**config.mk**
```make
export PLATFORM = sky130hd
export DESIGN_NAME = async_handshake_txq
export DESIGN_NICKNAME = d
export VERILOG_FILES = /design/src/rtl/async_handshake_txq.sv
export SDC_FILE = /design/constraint.sdc
export NUM_CORES = 1
export LEC_CHECK = 0
export ABC_CLOCK_PERIOD_IN_PS = 3610
export CAP_MARGIN = 10
export CORE_MARGIN = 5
export CORE_UTILIZATION = 30
export DETAILED_ROUTE_END_ITERATION = 16
export GPL_TIMING_DRIVEN = 0
export RECOVER_POWER = 50
export SLEW_MARGIN = 20
export SYNTH_ARGS = -nofsm -noshare
export SYNTH_HDL_FRONTEND = slang
export SYNTH_SLANG_ARGS = --single-unit
```
**constraint.sdc**
```tcl
create_clock -name clk -period 3.61 [get_ports clk]
set_clock_uncertainty 0.15 [all_clocks]
set_input_delay 0.722 -clock clk [delete_from_list [all_inputs] [get_ports clk]]
set_output_delay 0.722 -clock clk [all_outputs]
set_load 0.005 [all_outputs]
```
**src/rtl/async_handshake_txq.sv**
```systemverilog
`default_nettype none
// ============================================================================
// async_handshake_txq : FIFO that drains bytes into async_handshake, one
//                       hs_valid pulse per full busy/ready cycle of hs_ready.
// Revision: 1.0
// ============================================================================
module async_handshake_txq #(
  parameter int DW    = 8,
  parameter int DEPTH = 4
) (
  input  logic                         clk,
  input  logic                         rst_b,
  input  logic [DW-1:0]                in_data,
  input  logic                         in_valid,
  output logic                         in_ready,
  output logic [DW-1:0]                hs_data,
  output logic                         hs_valid,
  input  logic                         hs_ready,
  output logic [$clog2(DEPTH+1)-1:0]   count,
  output logic                         busy
);

  localparam int PW = $clog2(DEPTH);
  localparam int CW = $clog2(DEPTH+1);

  localparam logic [1:0] S_IDLE      = 2'd0;
  localparam logic [1:0] S_WAIT_LOW  = 2'd1;
  localparam logic [1:0] S_WAIT_HIGH = 2'd2;

  logic [DW-1:0] mem_q [DEPTH];
  logic [PW-1:0] wr_ptr_q, wr_ptr_d;
  logic [PW-1:0] rd_ptr_q, rd_ptr_d;
  logic [CW-1:0] count_q, count_d;
  logic [1:0]    state_q, state_d;
  logic [DW-1:0] hs_data_q, hs_data_d;
  logic          hs_valid_q, hs_valid_d;

  logic w_full;
  logic w_empty;
  logic w_push;
  logic w_pop;

  always_comb begin
    w_full  = (count_q == CW'(DEPTH));
    w_empty = (count_q == '0);
    w_push  = in_valid && !w_full;
    // A launch only ever starts from IDLE, which guarantees the previous
    // pulse saw its complete low->high hs_ready cycle.
    w_pop   = (state_q == S_IDLE) && !w_empty && hs_ready;

    wr_ptr_d   = wr_ptr_q;
    rd_ptr_d   = rd_ptr_q;
    state_d    = state_q;
    hs_data_d  = hs_data_q;
    hs_valid_d = 1'b0;

    if (w_push) begin
      wr_ptr_d = wr_ptr_q + 1'b1;
    end

    case (state_q)
      S_IDLE: begin
        if (w_pop) begin
          hs_data_d  = mem_q[rd_ptr_q];
          hs_valid_d = 1'b1;
          rd_ptr_d   = rd_ptr_q + 1'b1;
          state_d    = S_WAIT_LOW;
        end
      end
      S_WAIT_LOW: begin
        if (!hs_ready) begin
          state_d = S_WAIT_HIGH;
        end
      end
      S_WAIT_HIGH: begin
        if (hs_ready) begin
          state_d = S_IDLE;
        end
      end
      default: begin
        state_d = S_IDLE;
      end
    endcase

    case ({w_push, w_pop})
      2'b10:   count_d = count_q + 1'b1;
      2'b01:   count_d = count_q - 1'b1;
      default: count_d = count_q;
    endcase
  end

  always_ff @(posedge clk or negedge rst_b) begin
    if (!rst_b) begin
      wr_ptr_q   <= '0;
      rd_ptr_q   <= '0;
      count_q    <= '0;
      state_q    <= S_IDLE;
      hs_data_q  <= '0;
      hs_valid_q <= 1'b0;
    end else begin
      wr_ptr_q   <= wr_ptr_d;
      rd_ptr_q   <= rd_ptr_d;
      count_q    <= count_d;
      state_q    <= state_d;
      hs_data_q  <= hs_data_d;
      hs_valid_q <= hs_valid_d;
    end
  end

  // Storage needs no reset: occupancy and pointers define what is valid.
  always_ff @(posedge clk) begin
    if (w_push) begin
      mem_q[wr_ptr_q] <= in_data;
    end
  end

  assign in_ready = !w_full;
  assign hs_data  = hs_data_q;
  assign hs_valid = hs_valid_q;
  assign count    = count_q;
  assign busy     = (state_q != S_IDLE) || !w_empty;

endmodule
`default_nettype wire

```
# After elaboration in Yosys (flattened, before gate mapping)
# Memories as Yosys holds them, arrays and structs flattened. A register that Yosys moved wholly into a read port is not among the register bits.
# Cells that the tools add are included.
# word_totals
regBits	10
ram_bits	32
input_bits	12
out_inout_bits	14
elab_cells	40
memories	1
# op_classes
addsub	4
eq_ne	8
n_mux	9
n_reduce_logical	13
# mem_list
name	depth	width	read_ports	rd_clocked_by_memory_dff	wr	line_no	source
mem_q	4	8	1	1	1	30	logic [DW-1:0] mem_q [DEPTH];
# op_table
operator	n
$mux 2	3
$ne 2x2->1 const B	3
$pmux 2 s3	1
$pmux 3 s2	1
$add 2x1->2 const B	2
$eq 2x1->1 const B	2
$eq 2x2->1 const B	2
$mux 1	4
$reduce_bool 2->1	2
$add 3x1->3 const B	1
$eq 3x3->1 const B	1
$logic_and 1x1->1	3
$logic_not 1->1	3
$logic_not 3->1	1
$reduce_and 3->1	1
$sub 3x1->3 const B	1
$logic_not 2->1	1
$reduce_and 2->1	1
$logic_or 1x1->1	1

# Depth between registers and ports, before layout
# depth
depth_word	6
depth_mapped	9
ltp_nobuf	9

# Least setup slack after synthesis
# OpenSTA, ideal clock, no wires.
# synth_timing
kind	register to register
startpoint	register count_q[0], in the netlist count[0]
endpoint	register count_q[2], in the netlist count[2]
setup_time_ns	0.079
t_arrival_ns	2.034
path_slack_ns	1.346
path_stages_with_launch	10
path_buffers	0
period_less_slack_ns	2.264
path_cell_list	dfrtp_1 > or3b_1 > and2_4 > inv_1 > ha_1 > inv_1 > fa_1 > xor2_1 > nor2_1 > xor2_1
# synth_rtl
element	line_no	source
start: declaration	33	logic [CW-1:0] count_q, count_d;
start signal: assignment	103	count_q <= count_d;
$eq 3x3->1 (*)	44	w_full = (count_q == CW'(DEPTH));
$logic_not 1->1 (*)	-	
named net in_ready	15	output logic in_ready,
$logic_and 1x1->1 (*)	46	w_push = in_valid && !w_full;
$eq 2x1->1 / $eq 2x2->1 (equally long branches)	85	case ({w_push, w_pop})
$pmux 3 s2 / $reduce_bool 2->1 (equally long branches)	-	
# Mark *: on every way through the listed nets, which the timed path passes. The rest lies on a longest branch.
# A chain may end at the register's enable or synchronous reset.

# Worst setup path after layout
# layout_timing
startpoint	input hs_ready
endpoint	register count_q[2], in the netlist count[2]
# layout_via
elab_chain_cells	3
# layout_rtl
element	line_no	source
start: declaration	18	input logic hs_ready,
$logic_and 1x1->1 (*)	49	w_pop = (state_q == S_IDLE) && !w_empty && hs_ready;
$eq 2x1->1 / $eq 2x2->1 (equally long branches)	85	
$pmux 3 s2 / $reduce_bool 2->1 (equally long branches)	-	
# Mark *: on every way between the ends. The rest lies on a longest branch, timed or not.

==> results.json <==
{
  "clk_pin_slew_ps": 90,
  "dp_cells": 211,
  "swShare": 0.289,
  "worstSetupPathType": "primary input to register",
  "layout.nets": 156,
  "die_y_um": 92.2,
  "syn_nets": 124,
  "die_area_um2": 8500,
  "synth_top_cell_by_area": "edfxtp_1",
  "grt_max_degree": 19,
  "p_seq_frac": 0.464,
  "crit_path_end_kind": "register",
  "avgSynthCellArea_um2": 19.1,
  "tns_ps": 0,
  "drcViolationCount": 0,
  "ir_worst_vdd_v": 0.000309,
  "diodes": 0,
  "setup_viol_count_final": 0,
  "rsz0062_at_grt": "no",
  "pwr-share-comb": 0.377,
  "final_cell_count_no_fill": 219,
  "postSynthCellCount": 106,
  "h-tree-depth": 2,
  "regArea_um2": 1410,
  "dp_slack_ps": 639,
  "postLayoutCoreUtil": 0.367,
  "leakage_nw": 0.931,
  "timing.final.crit_share": 0.755,
  "cp_slowest_cell": "dlygate4sd3_1",
  "crit_buf_inv": 3,
  "synth-seq-cells": 50,
  "outcome": "finished clean",
  "critPathArrivalTime_ps": 2790,
  "timing.hold.ws_ps": 358,
  "rows": 30,
  "relSlewSlack": 0.407,
  "root_buffer": "clkbuf_8",
  "via_per_inst": 4.55,
  "maxCapViolCount": 0,
  "grt_pass1_vias": 1179,
  "syn2layout_area_growth_pct": 21.2,
  "clk_path_buf_depth": 2,
  "p_clk_frac": 0.159,
  "cts-hold-fix-buffers": 0,
  "hold_class": "register to register",
  "finalCriticalPeriod_ps": 2730,
  "gp_congestion": 0.670,
  "clock-sinks": 50,
  "die_x_um": 92.2,
  "intPower_mw": 1.35,
  "ios": 26,
  "crit_top_cell": "xor2_1",
  "tightest_slew_ps": 886,
  "grt_usage": 0.0945,
  "critPathMaxFanout": 10,
  "cp-start-kind": "primary input",
  "power_density_nw_per_um2": 773,
  "required_ps": 3680,
  "avgRoutedWirePerCell_um": 16.4,
  "crit_chain": "dlygate4sd3_1 -> and3_4 -> buf_6 -> ha_1 -> inv_1 -> fa_1 -> xor2_1 -> nor2_1 -> xor2_1",
  "grt_antenna_before_repair": 0,
  "wirelength_um": 3600,
  "yosysTopAreaCellShare": 0.474,
  "seq_area_frac_synth": 0.697,
  "clock_latency_ps": 290,
  "final_layout_size_suffix_gt1_frac": 0.194,
  "numCtsBuffers": 5,
  "grt_overflow": 0,
  "finalHoldViolations": 0,
  "fillers": 637,
  "maxSlewViolCount": 0,
  "cts_resized": 0,
  "switchingPower_uw": 549,
  "hpwl_um": 2510,
  "ys_types": 23,
  "cts_tree": "yes",
  "max_stage_delay_ps": 620,
  "core_area_um2": 6680,
  "routed-via-count": 996,
  "timing.final.ws_setup_ps": 885,
  "grt_first_pass_wirelength_um": 5950,
  "synth.area.top_cells": "edfxtp_1 (47%), dfrtp_1 (22%), mux4_2 (8.9%)",
  "synth.cell_area_um2": 2030,
  "fmax_mhz": 367,
  "multiInputGateArea_um2": 569,
  "drt_iter0_drc": 51,
  "postRouteAntennaNets": 0,
  "first_pass_iters": 4,
  "postCtsSetupRepairBufs": 0,
  "yosysWarnings": 0,
  "start_util": 0.303,
  "critical_path.top_delay_family": "buffers and inverters",
  "portBuffers": 25
}
==> registers in the layout, indices dropped and copies added, names as in the netlist <==
register	flops
count	3
hs_data	8
rd_ptr_q	2
mem_q	32
state_q	2
wr_ptr_q	2
hs_valid	1
==> per-stage QoR <==
step	power, mW	instance area (µm²)
after floorplan	1.33	2030
after global placement	1.59	2380
after detailed placement	1.63	2380
after CTS	1.94	2460
after global routing	2.03	2450
final	1.90	2450
==> cell usage after synthesis <==
cell / n
edfxtp_1: 32
dfrtp_1: 18
mux2_4: 8
mux4_2: 8
inv_1: 6
and3_1: 5
ha_1: 5
nor2_1: 4
xnor2_1: 4
xor2_1: 3
and2_4: 1
and3_4: 1
buf_2: 1
buf_6: 1
clkbuf_1: 1
fa_1: 1
mux2_2: 1
mux2i_1: 1
nand2b_1: 1
nand4_1: 1
nor3b_1: 1
or3_4: 1
or3b_1: 1
==> final cells by class <==
cell class | count | area share
flip-flops and latches | 50 | 0.575
plain buffers | 3 | 0.00815
clock inverters | 2 | 0.00357
clock buffers | 6 | 0.0296
multi-input cells | 47 | 0.232
repair buffers | 25 | 0.102
well taps | 80 | 0.0408
inverters | 6 | 0.00917
==> cell families after synthesis <==
kind of cell               Yosys count  share of synthesized area
DFF                                 50                      0.697
xor gates and xnor gates             7                     0.0303
and+or+nand+nor                     16                     0.0525
adders and majority gates            6                     0.0408
muxes                               18                      0.159
buffers and inverters                9                     0.0210
==> final timing paths <==
check / startpoint / end / slack, ps / cells past startpoint
worst max-delay path: hs_ready / count[2] / 880 / 9
worst min-delay path: state_q[1] / state_q[0] / 360 / 1
worst max register to register: count[0] / count[2] / 1120 / 9
worst min register to register: state_q[1] / state_q[0] / 360 / 1
max in group asynchronous: rst_b / hs_data[5] / 1920 / 1
min in group asynchronous: rst_b / count[1] / 840 / 1
==> layer usage <==
layer | global-route usage | share of wire | up-vias
li1 | - | - | 456
met1 | 0.105 | 0.40 | 510
met2 | 0.168 | 0.55 | 23
met3 | 0.0271 | 0.040 | 7
met4 | 0.0384 | 0.019 | 0
met5 | 0 | 0 | -
==> power groups by stage <==
stage          clock network (mW)  logic, mW  registers, mW
2_1_floorplan                   0      0.461          0.874
3_3_place_gp                    0      0.708          0.880
3_5_place_dp                    0      0.738          0.894
4_1_cts                     0.312      0.741          0.885
5_1_grt                     0.339      0.788          0.902
6_report                    0.301      0.716          0.880
==> placed cells by master (no fill, tap or decap), types with 2 or more instances in the layout <==
| cell type | synthesis | routed |
|---|---|---|
| clkbuf_1 | 1 | 2 |
| inv_1 | 6 | 6 |
| ha_1 | 5 | 5 |
| xor2_1 | 3 | 3 |
| mux2_4 | 8 | 8 |
| dfrtp_1 | 18 | 18 |
| xnor2_1 | 4 | 4 |
| nor2_1 | 4 | 4 |
| clkbuf_8 | 0 | 5 |
| dlygate4sd3_1 | 0 | 11 |
| edfxtp_1 | 32 | 32 |
| clkdlybuf4s50_1 | 0 | 14 |
| and3_1 | 5 | 5 |
| mux4_2 | 8 | 8 |
(Power assumes the default switching activity.)
